<file path="src/rtl/asip_image_pkg.sv">
// Shared types for the frame raster reader.
//   XW / YW        : widths of the column / row address buses
//   COLOR_MAX      : widest colour the pixel record can carry; narrower
//                    colours are zero-extended on entry and sliced on exit
//   pixel_t        : one buffered pixel (colour, coordinates, last flag)
//   reader_state_t : scan FSM states
package asip_image_pkg;

    localparam int XW        = 9;
    localparam int YW        = 8;
    localparam int COLOR_MAX = 16;

    typedef struct packed {
        logic [COLOR_MAX-1:0] color;
        logic [XW-1:0]        x;
        logic [YW-1:0]        y;
        logic                 last;
    } pixel_t;

    typedef enum logic [1:0] {
        IDLE  = 2'd0,
        SCAN  = 2'd1,
        DRAIN = 2'd2,
        DONE  = 2'd3
    } reader_state_t;

endpackage

</file>
<file path="src/rtl/pixel_skid_fifo.sv">
// Two-entry pixel FIFO that absorbs the memory read latency.
// Ports:
//   clk, rst_n  : clock, asynchronous active-low reset
//   push        : write push_data this cycle (caller guarantees count < 2)
//   push_data   : pixel record to store
//   pop         : remove the head entry this cycle (ignored when empty)
//   head        : oldest stored pixel (zero after reset)
//   count       : number of stored pixels, 0..2
module pixel_skid_fifo
    import asip_image_pkg::*;
(
    input  logic       clk,
    input  logic       rst_n,
    input  logic       push,
    input  pixel_t     push_data,
    input  logic       pop,
    output pixel_t     head,
    output logic [1:0] count
);

    logic       wr_ptr_reg;
    logic       rd_ptr_reg;
    logic [1:0] count_reg;
    logic       do_pop;

    assign do_pop = pop && (count_reg != 2'd0);

    // Entries only change on a push into their own slot, so the head stays
    // stable while the consumer stalls.
    for (genvar gi = 0; gi < 2; gi++) begin : g_entry
        pixel_t data_reg;

        always_ff @(posedge clk or negedge rst_n) begin
            if (!rst_n) begin
                data_reg <= '0;
            end else if (push && (wr_ptr_reg == 1'(gi))) begin
                data_reg <= push_data;
            end
        end
    end

    always_ff @(posedge clk or negedge rst_n) begin
        if (!rst_n) begin
            wr_ptr_reg <= 1'b0;
            rd_ptr_reg <= 1'b0;
            count_reg  <= 2'd0;
        end else begin
            if (push) begin
                wr_ptr_reg <= ~wr_ptr_reg;
            end
            if (do_pop) begin
                rd_ptr_reg <= ~rd_ptr_reg;
            end
            case ({push, do_pop})
                2'b10:   count_reg <= count_reg + 2'd1;
                2'b01:   count_reg <= count_reg - 2'd1;
                default: count_reg <= count_reg;
            endcase
        end
    end

    assign head  = rd_ptr_reg ? g_entry[1].data_reg : g_entry[0].data_reg;
    assign count = count_reg;

endmodule

</file>
<file path="src/rtl/image_stream_reader.sv">
// Raster-scans a frame memory (1-clk registered read) and emits every pixel
// once, row-major, on a valid/ready stream.
// Ports:
//   clk, rst_n         : clock, asynchronous active-low reset
//   Start              : request a full-frame scan (honoured only when idle)
//   Busy               : scan in progress (SCAN or DRAIN)
//   Done               : one-cycle pulse after the last pixel handshake
//   XRead, YRead       : memory read address
//   ReadValue          : memory read data, valid the cycle after the address
//   PixelValid/Ready   : output stream handshake
//   PixelData/X/Y      : pixel colour and its coordinates
//   LastPixel          : high on the (Width-1, Height-1) beat
module image_stream_reader
    import asip_image_pkg::*;
#(
    parameter int Width     = 50,
    parameter int Height    = 50,
    parameter int ColorBits = 3
) (
    input  logic                 clk,
    input  logic                 rst_n,
    input  logic                 Start,
    output logic                 Busy,
    output logic                 Done,
    output logic [XW-1:0]        XRead,
    output logic [YW-1:0]        YRead,
    input  logic [ColorBits-1:0] ReadValue,
    output logic                 PixelValid,
    input  logic                 PixelReady,
    output logic [ColorBits-1:0] PixelData,
    output logic [XW-1:0]        PixelX,
    output logic [YW-1:0]        PixelY,
    output logic                 LastPixel
);

    localparam logic [XW-1:0] X_LAST = XW'(Width - 1);
    localparam logic [YW-1:0] Y_LAST = YW'(Height - 1);

    reader_state_t state_reg, state_next;
    logic [XW-1:0] x_reg, x_next, xhold_reg;
    logic [YW-1:0] y_reg, y_next, yhold_reg;
    logic          in_flight_reg;
    logic [XW-1:0] tag_x_reg;
    logic [YW-1:0] tag_y_reg;
    logic          tag_last_reg;

    logic          issue;
    logic          pop;
    logic          at_last;
    logic [2:0]    credits;
    pixel_t        push_data;
    pixel_t        head;
    logic [1:0]    count;
    logic          unused_color;

    assign pop     = PixelValid && PixelReady;
    assign at_last = (x_reg == X_LAST) && (y_reg == Y_LAST);
    // Slots already claimed: a read in flight plus pixels buffered.
    assign credits = {2'b00, in_flight_reg} + {1'b0, count};

    always_comb begin
        state_next = state_reg;
        x_next     = x_reg;
        y_next     = y_reg;
        issue      = 1'b0;
        case (state_reg)
            IDLE: begin
                if (Start) begin
                    state_next = SCAN;
                end
            end
            SCAN: begin
                // A pop this cycle frees a slot the new read can use when it
                // lands, which is what keeps the stream at one pixel per clock.
                issue = (credits < (pop ? 3'd3 : 3'd2));
                if (issue) begin
                    if (x_reg == X_LAST) begin
                        x_next = '0;
                        if (y_reg == Y_LAST) begin
                            y_next     = '0;
                            state_next = DRAIN;
                        end else begin
                            y_next = y_reg + YW'(1);
                        end
                    end else begin
                        x_next = x_reg + XW'(1);
                    end
                end
            end
            DRAIN: begin
                if (pop && head.last) begin
                    state_next = DONE;
                end
            end
            DONE: begin
                state_next = IDLE;
            end
            default: begin
                state_next = IDLE;
            end
        endcase
    end

    always_ff @(posedge clk or negedge rst_n) begin
        if (!rst_n) begin
            state_reg     <= IDLE;
            x_reg         <= '0;
            y_reg         <= '0;
            xhold_reg     <= '0;
            yhold_reg     <= '0;
            in_flight_reg <= 1'b0;
            tag_x_reg     <= '0;
            tag_y_reg     <= '0;
            tag_last_reg  <= 1'b0;
        end else begin
            state_reg     <= state_next;
            x_reg         <= x_next;
            y_reg         <= y_next;
            in_flight_reg <= issue;
            if (issue) begin
                xhold_reg    <= x_reg;
                yhold_reg    <= y_reg;
                tag_x_reg    <= x_reg;
                tag_y_reg    <= y_reg;
                tag_last_reg <= at_last;
            end
        end
    end

    // The address goes straight out in the issue cycle so the memory samples
    // it at the end of that cycle; otherwise the last address is held.
    assign XRead = issue ? x_reg : xhold_reg;
    assign YRead = issue ? y_reg : yhold_reg;

    always_comb begin
        push_data       = '0;
        push_data.color = COLOR_MAX'(ReadValue);
        push_data.x     = tag_x_reg;
        push_data.y     = tag_y_reg;
        push_data.last  = tag_last_reg;
    end

    pixel_skid_fifo u_fifo (
        .clk       (clk),
        .rst_n     (rst_n),
        .push      (in_flight_reg),
        .push_data (push_data),
        .pop       (pop),
        .head      (head),
        .count     (count)
    );

    // Only the low ColorBits of the stored colour are meaningful.
    assign unused_color = ^head.color;

    assign PixelValid = (count != 2'd0);
    assign PixelData  = head.color[ColorBits-1:0];
    assign PixelX     = head.x;
    assign PixelY     = head.y;
    assign LastPixel  = PixelValid && head.last;
    assign Busy       = (state_reg == SCAN) || (state_reg == DRAIN);
    assign Done       = (state_reg == DONE);

endmodule

</file>
<file path="config.mk">
export PLATFORM = sky130hd
export DESIGN_NAME = image_stream_reader
export DESIGN_NICKNAME = d
export VERILOG_FILES = /design/src/rtl/asip_image_pkg.sv /design/src/rtl/pixel_skid_fifo.sv /design/src/rtl/image_stream_reader.sv
export SDC_FILE = /design/constraint.sdc
export NUM_CORES = 1
export LEC_CHECK = 0
export BUFFER_PORTS_ARGS = -buffer_cell sky130_fd_sc_hd__buf_2
export CORE_ASPECT_RATIO = 0.75
export CORE_MARGIN = 10
export CORE_UTILIZATION = 58
export CTS_BUF_LIST = sky130_fd_sc_hd__clkbuf_16
export DETAILED_ROUTE_END_ITERATION = 6
export PLACE_DENSITY = 0.81
export SLEW_MARGIN = 25
export SYNTH_ARGS = -nofsm -noshare
export SYNTH_HDL_FRONTEND = slang
export SYNTH_SLANG_ARGS = --single-unit
</file>
<file path="constraint.sdc">
create_clock -name clk -period 3.5 [get_ports clk]
set_clock_uncertainty 0.2 [all_clocks]
set_input_delay 0.7 -clock clk [delete_from_list [all_inputs] [get_ports clk]]
set_output_delay 0.7 -clock clk [all_outputs]
set_load 0.02 [all_outputs]
</file>
; Word level (Yosys, flattened, before mapping)
; Index checks and enable logic that the tools add are counted.
[classes]
add_sub_neg = 5
order_cmp = 1
n_eq_ne = 12
muxes = 14
bitwise = 2
reduce_logical = 14
[ops]
columns = operator, count
row1 = $mux 21, 1
row2 = $mux 9, 2
row3 = $mux 8, 2
row4 = $mux 2, 5
row5 = $ne 2x2->1 const B, 5
row6 = $add 9x1->9 const B, 1
row7 = $eq 9x6->1 const B, 1
row8 = $add 8x1->8 const B, 1
row9 = $eq 8x6->1 const B, 1
row10 = $pmux 2 s4, 1
row11 = $logic_and 1x1->1, 7
row12 = $eq 2x2->1 const B, 3
row13 = $reduce_and 5->1, 1
row14 = $eq 2x1->1 const B, 2
row15 = $pmux 2 s2, 1
row16 = $reduce_bool 2->1, 2
row17 = $add 1x2->3, 1
row18 = $lt 3x2->1, 1
row19 = $reduce_and 3->1, 1
row20 = $add 2x1->2 const B, 1
row21 = $logic_not 2->1, 1
row22 = $mux 1, 2
row23 = $not 1->1, 2
row24 = $reduce_and 2->1, 1
row25 = other kinds (2), 2
[totals]
register_bits = 101
in_bits = 7
out_inout_bits = 41
wordCells = 68

; Longest topological paths before layout
; Gate-level depths: netlist of the first run.
[depth]
depth_word = 6
depth_mapped = 9
mapped_depth_nobuf = 8

; Hierarchy
; From an unflattened synthesis of the first run, not the netlist that was laid out.
[hier_totals]
hier_cells = 437
area_unflattened_um2 = 5526.6
[by_module_without_submodules]
columns = module, n_inst, cells_per_inst, area_each_um2, seq_area_each_um2
row1 = pixel_skid_fifo, 1, 195, 3126.7, 1801.7
row2 = image_stream_reader, 1, 242, 2399.8, 1376.3

; Least setup slack after synthesis of the first run
; OpenSTA, ideal clock, no wires.
[synth_path]
kind = reg2out
start = reg u_fifo.count_reg[0], in the netlist u_fifo.count[0]
end = out XRead[0]
arrival_time_ns = 2.080
required_time_ns = 2.600
setup_slack_ns = 0.520
stages_incl_launch_ff = 10
n_path_buf = 1
cell_sequence = dfrtp_1 -> ha_1 -> ha_1 -> or2_2 -> o22ai_1 -> nand2_1 -> inv_1 -> clkbuf_1 -> nand2_1 -> nand2_1
[synth_via]
elab_chain_len = 6
elab_cells_between_ends = 7
[synth_rtl]
columns = element, line
row1 = "start, declared", pixel_skid_fifo.sv:23  ; logic [1:0] count_reg;
row2 = "start signal, assigned", pixel_skid_fifo.sv:55  ; 2'b10: count_reg <= count_reg + 2'd1;
row3 = "start signal, assigned", pixel_skid_fifo.sv:56  ; 2'b01: count_reg <= count_reg - 2'd1;
row4 = "start signal, assigned", pixel_skid_fifo.sv:57  ; default: count_reg <= count_reg;
row5 = $reduce_bool 2->1, image_stream_reader.sv:156  ; assign PixelValid = (count != 2'd0);
row6 = $logic_and 1x1->1, image_stream_reader.sv:56  ; assign pop = PixelValid && PixelReady;
row7 = $mux 1, image_stream_reader.sv:75  ; issue = (credits < (pop ? 3'd3 : 3'd2));
row8 = $lt 3x2->1 (*), image_stream_reader.sv:75
row9 = $mux 1 (*), image_stream_reader.sv:66  ; case (state_reg)
row10 = named net issue, image_stream_reader.sv:47  ; logic issue;
row11 = $mux 9 (*), --
row12 = "end, declared", image_stream_reader.sv:25  ; output logic [XW-1:0] XRead,
; Mark *: on every way through the listed nets, which the timed path passes. The rest lies on a longest branch.

; Final worst setup path of the first run
[layout_path]
start = reg in_flight_reg
end = out XRead[6]
[layout_via]
elab_chain_len = 4
[layout_rtl]
columns = element, line
row1 = "start, declared", image_stream_reader.sv:42  ; logic in_flight_reg;
row2 = "start signal, assigned", image_stream_reader.sv:119  ; in_flight_reg <= issue;
row3 = $add 1x2->3, image_stream_reader.sv:59  ; assign credits = {2'b00, in_flight_reg} + {1'b0, count};
row4 = $lt 3x2->1, image_stream_reader.sv:75
row5 = $mux 1, image_stream_reader.sv:66
row6 = $mux 9, --
; Every way passes these cells.

==> results of run 1 <==
cell type report:
type | instances | area (um2)
Clock buffer | 9 | 225
Tap cell | 101 | 126
Multi-Input combinational cell | 245 | 1720
Timing Repair Buffer | 53 | 295
Fill cell | 539 | 2260
Sequential cell | 101 | 2530
Inverter | 11 | 41.3
Clock inverter | 7 | 97.6
synth_stat cells:
| master | count |
|---|---|
| or4b_4 | 1 |
| and4b_1 | 1 |
| buf_2 | 2 |
| mux2_2 | 65 |
| nand4_1 | 2 |
| xor2_1 | 5 |
| xnor2_1 | 4 |
| a31oi_1 | 1 |
| o31ai_1 | 4 |
| buf_1 | 4 |
| nand2_1 | 96 |
| inv_1 | 11 |
| mux2_4 | 1 |
| nor3_1 | 6 |
| nand3_1 | 8 |
| nor3_4 | 1 |
| or3_1 | 1 |
| clkbuf_1 | 8 |
| or2_2 | 1 |
| ha_1 | 12 |
| o21ai_0 | 11 |
| nor2_1 | 11 |
| a21o_1 | 3 |
| o22ai_1 | 1 |
| mux2i_1 | 3 |
| and3_1 | 2 |
| nor2b_1 | 3 |
| o41ai_1 | 1 |
| nor4bb_1 | 1 |
| dfrtp_1 | 101 |
per-stage QoR:
| step | utilization, % | hold slack [ps] |
|---|---|---|
| after floorplan | - | 204 |
| after global placement | 64.3 | 252 |
| after detailed placement | 64.3 | 256 |
| after CTS | 68.7 | 242 |
| after global routing | 69.0 | 261 |
| final | 69.0 | 216 |
kinds of logic after synthesis:
group | Yosys count | share of synthesized area (%)
adder cells (fa/ha/maj) | 12 | 3.46
flip-flops | 101 | 58.3
buffers and inverters | 25 | 2.22
AO/OA/AOI/OAI | 21 | 2.97
XOR/XNOR | 9 | 1.82
multiplexers | 69 | 17.9
AND/OR/NAND/NOR | 134 | 13.3
timing repair:
action,CTS,global route
setup endpoints to repair,0,17
buffers inserted,0,0
resized for setup,0,5
critical path, delay by kind of cell, from the launching register on:
| kind | cells | cell delay, ps |
|---|---|---|
| buffers and inverters | 3 | 450 |
| AND/OR/NAND/NOR | 4 | 620 |
| AO/OA/AOI/OAI | 1 | 140 |
| flip-flops | 1 | 440 |
| adder cells (fa/ha/maj) | 2 | 440 |
power by group through the flow:
stage / Clock, uW / Sequential (uW) / Combinational [uW]
final: 1060 / 1670 / 1890
after global routing: 1130 / 1710 / 2070
after CTS: 1080 / 1670 / 1850
after detailed placement: 0 / 1690 / 1830
after global placement: 0 / 1660 / 1770
after floorplan: 0 / 1620 / 1320
layout by cell type, fill, tap and decap left out, types with 2 or more instances in the layout:
cell type,count
nand2_1,95
nor2_1,10
o21ai_0,10
ha_1,12
inv_6,2
a21o_1,3
mux2_2,65
nand3_1,8
nand4_1,2
inv_1,11
clkbuf_16,9
xnor2_1,4
xor2_1,5
dfrtp_1,101
o31ai_1,4
nor3_1,6
nor2b_1,3
bufinv_16,2
mux2i_1,3
buf_2,46
buf_4,6
and3_1,2
per-layer routing:
metal	vias up	track usage (%)	part of all wire (%)
li1	1354	-	-
met1	1432	21.1	44
met2	75	27.0	50
met3	8	5.18	5.2
met4	0	4.51	0.87
met5	-	0	0
worst max-delay path by stage:
stage                     from       end  slack (ps)
4_1_cts        u_fifo.count[0]  XRead[6]          90
2_1_floorplan  u_fifo.count[0]  XRead[0]         520
3_3_place_gp        PixelReady  YRead[5]         530
3_5_place_dp        PixelReady  YRead[3]         460
5_1_grt          in_flight_reg  XRead[6]          30
6_report         in_flight_reg  XRead[6]         180
==> out/summary.txt, run 1 <==
Result of the run - completed
CP max FO - 22
CTS Root Buffer Type - clkbuf_16
P&R area growth vs syn - 16.2%
Number of max-capacitance violations reported - 0
Clock edge transition at the registers on the reported setup and hold paths - 70 ps
Starting Density - 59.4%
Max stage delay cell, worst path - dfrtp_1
Number of vias in the routed layout - 2869
Fraction of the yosys area taken by sequential cells - 58.3%
Power share of the combinational group - 40.8%
Final-layout setup total negative slack - 0 ps
Final critical delay including setup and external delays - 3320 ps
CP dominant cell by count - nand2_1
Largest net degree at the start of global routing - 60
Number of distinct standard cells referenced by the synthesized netlist - 30
Setup slack of the critical path after layout - 182 ps
Cells after Synth - 371
Critical Path AT - 2420 ps
Element type at the critical path start - flip-flop
Antenna diode count - 0
Number of nets with antenna violations after routing - 0
Clock tree from TritonCTS - yes
Post-place instance area - 0.00469 mm2
Count of final hold-check violations - 0
Nets - 440
Worst flop-to-flop path endpoint - y_reg[6]
Count of yosys warnings during synthesis - 0
Switching Fraction - 38.9%
Post-synthesis sequential element count - 101
Synthesized net count - 390
Final non-filler cell area - 0.00504 mm2
Post-route DRC violation count - 0
Overall power of the completed layout - 4620 uW
Wire length of the first global-routing pass - 15100 um
Largest register FFs - 42
Reported net switching power - 1800 uW
RD Place Congestion - 0.785
Unrepaired setup endpoints after global routing - no
Die outline height - 94.9 um
Number of violations reported at the end of detailed-routing iteration 0 - 219
Clock latency on the worst-skew pair - 340 ps
Clk sinks - 101
Global-route usage over all layers - 16.6%
Per-cell routed wire length - 17.0 um
CTS H-tree lvls - 3
Normalized max-slew margin - 51.3%
Delay of the slowest cell on the worst path - 440 ps
Port-buffer cells - 47
Fmax achieved - 301 MHz
Buffer depth of the longest clock path - 2
Final wirelength - 8980 um
Required @ worst endpoint - 2600 ps
Share of total power in the clock network - 22.9%
Worst R2R Path Depth - 7
Overflow left after global routing - 0
Fraction of layout cells with a size suffix above 1 - 32.9%
Detailed-router iteration count before antenna repair - 4
Number of antenna violations at the first check in global routing - 0
Synth top area cells - dfrtp_1, mux2_2, nand2_1, ha_1, o21ai_0
Power density of the placed cells - 917 mW/mm2
Worst VDD drop - 0.512 mV
Standard cell core area - 0.00730 mm2
Number of CTS-inserted buffers - 9
Die X-Extent - 120 um
Via count of the first global-routing pass - 2993
Cells traversed along the worst timing path - ha_1, ha_1, or2_2, o22ai_2, nand2_1, inv_1, buf_12, nand2_1, nand2_1, buf_2
Type of the worst min-delay path - input pin to asynchronous set/reset pin
Slew @ Worst Pin - 730 ps
Number of hold-repair buffers added at the cts stage - 0
Placement-stage worst setup slack - 456 ps
Die area - 0.0114 mm2
Fin crit share - 94.8%
DR vias/cell - 5.44
Static leakage power - 0.00267 uW
Placed cell count - 511
Area share of the largest cell type after synthesis - 58.3%
CP Capture Type - output port
Floorplan row count - 27
Total half-perimeter wirelength after legalization and detailed placement - 5990 um
Yosys top cell by area - dfrtp_1
Setup violation total in the final timing report - 0
Startpoint of the lowest-slack register-to-register path - x_reg[1]
Internal power consumption - 2820 uW
Number of top-level design ports - 48
Max-slew violation total from the final report - 0
Post-synthesis average cell area - 11.7 um2
Worst reg-to-reg setup slack - 820 ps
Category of the critical setup timing path - flip-flop to output port
Non-filler instance count after layout - 527
Synthesized area - 0.00434 mm2
Relative contribution of sequential cells to total power - 36.3%
(Power assumes the default switching activity.)
==> run 2: changes to the inputs <==
BUFFER_PORTS_ARGS = -buffer_cell sky130_fd_sc_hd__buf_4   (was -buffer_cell sky130_fd_sc_hd__buf_2)
==> run 2 against run 1 <==
Effect of this change:
- global-route usage barely moved
- register-to-register slack got worse by 30 ps
- die area is the same
- highest routed layer unchanged
- critical path type unchanged
- power increased by 1.8%
- largest power group unchanged
- critical endpoint is now XRead[1]
- utilization up 1.6 points
==> out/summary.txt, run 2 (synthesis gave the netlist of run 1 again) <==
CTS H-tree lvls - 3 (unchanged)
Element type at the critical path start - flip-flop (unchanged)
DR vias/cell - 5.43 (was 5.44)
P&R area growth vs syn - 18.8% (was 16.2%)
Number of CTS-inserted buffers - 9 (unchanged)
Final-layout setup total negative slack - 0 ps (unchanged)
Power density of the placed cells - 913 mW/mm2 (was 917 mW/mm2)
Number of max-capacitance violations reported - 0 (unchanged)
Number of nets with antenna violations after routing - 0 (unchanged)
Wire length of the first global-routing pass - 15000 um (was 15100 um)
CP dominant cell by count - nand2_1 (unchanged)
Die area - 0.0114 mm2 (unchanged)
Clock latency on the worst-skew pair - 340 ps (about the same)
Delay of the slowest cell on the worst path - 430 ps (was 440 ps)
Buffer depth of the longest clock path - 2 (unchanged)
Overflow left after global routing - 0 (unchanged)
CP max FO - 22 (unchanged)
Clock edge transition at the registers on the reported setup and hold paths - 60 ps (was 70 ps)
Via count of the first global-routing pass - 2948 (was 2993)
Nets - 439 (was 440)
Number of antenna violations at the first check in global routing - 0 (unchanged)
Non-filler instance count after layout - 526 (was 527)
Worst hold slack after final layout - 185 ps (was 216 ps)
Worst VDD drop - 0.877 mV (was 0.512 mV)
Count of fill cells added during filler insertion - 533 (was 539)
CP Capture Type - output port (unchanged)
Slew @ Worst Pin - 1020 ps (was 730 ps)
Required @ worst endpoint - 2600 ps (about the same)
RD Place Congestion - 0.782 (was 0.785)
Clk sinks - 101 (unchanged)
Antenna diode count - 0 (unchanged)
Die X-Extent - 120 um (unchanged)
Cells traversed along the worst timing path - ha_1, ha_1, or2_2, o22ai_2, nand2_1, inv_1, buf_6, nand2_1, nand2_1, buf_4 (was ha_1, ha_1, or2_2, o22ai_2, nand2_1, inv_1, buf_12, nand2_1, nand2_1, buf_2)
Detailed-router iteration count before antenna repair - 6 (was 4)
Post-route DRC violation count - 0 (unchanged)
Fraction of layout cells with a size suffix above 1 - 32.5% (was 32.9%)
Clock tree from TritonCTS - yes (unchanged)
Max-slew violation total from the final report - 0 (unchanged)
Number of violations reported at the end of detailed-routing iteration 0 - 227 (was 219)
Largest register FFs - 42 (unchanged)
Die outline height - 94.9 um (unchanged)
Final non-filler cell area - 0.00515 mm2 (was 0.00504 mm2)
Global-route usage over all layers - 16.6% (about the same)
Largest net degree at the start of global routing - 53 (was 60)
Result of the run - completed (unchanged)
Placed cell count - 510 (was 511)
Category of the critical setup timing path - flip-flop to output port (unchanged)
Total half-perimeter wirelength after legalization and detailed placement - 5950 um (was 5990 um)
Starting Density - 59.4% (unchanged)
Type of the worst min-delay path - input pin to asynchronous set/reset pin (unchanged)
Critical Path AT - 2400 ps (was 2420 ps)
Fmax achieved - 303 MHz (was 301 MHz)
Standard cell core area - 0.00730 mm2 (unchanged)
Final critical delay including setup and external delays - 3300 ps (was 3320 ps)
Floorplan row count - 27 (unchanged)
Utilization of the core after routing - 70.6% (was 69.0%)
Number of vias in the routed layout - 2856 (was 2869)
Most used cells in the layout excluding fill and tap cells - dfrtp_1, nand2_1, mux2_2, buf_4 (was dfrtp_1, nand2_1, mux2_2, buf_2, ha_1)
CTS Root Buffer Type - clkbuf_16 (unchanged)
Port-buffer cells - 47 (unchanged)
Max stage delay cell, worst path - dfrtp_1 (unchanged)
Static leakage power - 0.00269 uW (was 0.00267 uW)
Number of top-level design ports - 48 (unchanged)
Normalized max-slew margin - 32.0% (was 51.3%)
Per-cell routed wire length - 16.9 um (was 17.0 um)
Count of final hold-check violations - 0 (unchanged)
Setup Buffers After CTS - 0 (unchanged)
Post-place instance area - 0.00483 mm2 (was 0.00469 mm2)
Fin crit share - 94.3% (was 94.8%)
Final wirelength - 8880 um (was 8980 um)
Setup violation total in the final timing report - 0 (unchanged)
Most frequent standard cell in the layout excluding fill and tap cells - dfrtp_1 (unchanged)
-- run 2: cell count changes in the layout (fill, tap and decap cells not counted), sizes merged --
cell,previous run,this run
buf,53,52
-- run 2: final timing paths --
check	to	startpoint	slack, ps	depth (start not counted)
worst max-delay path	XRead[1]	u_fifo.count[0]	200	10
worst min-delay path	state_reg[0]	rst_n	190	1
worst max register to register	y_reg[3]	x_reg[1]	790	7
worst min register to register	yhold_reg[7]	yhold_reg[7]	270	2
max in group asynchronous	u_fifo.count[0]	rst_n	2220	2
min in group clk	yhold_reg[7]	yhold_reg[7]	270	2
-- run 2: final cells by class --
| type | instances | area, um2 | area share [%] |
|---|---|---|---|
| Clock buffer | 9 | 225 | 4.37 |
| Tap cell | 101 | 126 | 2.45 |
| Multi-Input combinational cell | 245 | 1720 | 33.4 |
| Clock inverter | 7 | 90.1 | 1.75 |
| Sequential cell | 101 | 2530 | 49.1 |
| Inverter | 11 | 41.3 | 0.802 |
| Timing Repair Buffer | 52 | 419 | 8.14 |
-- run 2: repair_timing --
| item | CTS | global route |
|---|---|---|
| endpoints found under the setup margin | 0 | 17 |
| resized for setup | 0 | 2 |
| hold buffers | 0 | 0 |
-- run 2: metrics by stage --
step	total power (uW)	worst slack, ps
after floorplan	2940	520
after global placement	3590	505
after CTS	4720	92.1
final	4700	199
after detailed placement	3660	457
after global routing	5020	-4.72
-- run 2: metal layers --
layer	track usage [%]	up-vias	part of all wire (%)	wire length (um)
li1	-	1343	-	-
met1	21.0	1424	45	4000
met2	26.9	77	48	4300
met3	5.72	12	5.8	511
met4	3.91	0	0.86	76
met5	0	-	0	0
-- run 2: critical path: cells and delay by family (launching register included) --
family	cells	cell delay [ps]
flops	1	430
simple gates	4	650
buf+inv	3	440
compound gates	1	140
fa+ha+maj	2	410
-- run 2: where the power goes --
group	total, uW	switching [uW]	internal (uW)
Sequential	1680	217	1460
Clock	1040	415	623
Combinational	1990	1140	847
Total	4700	1770	2930
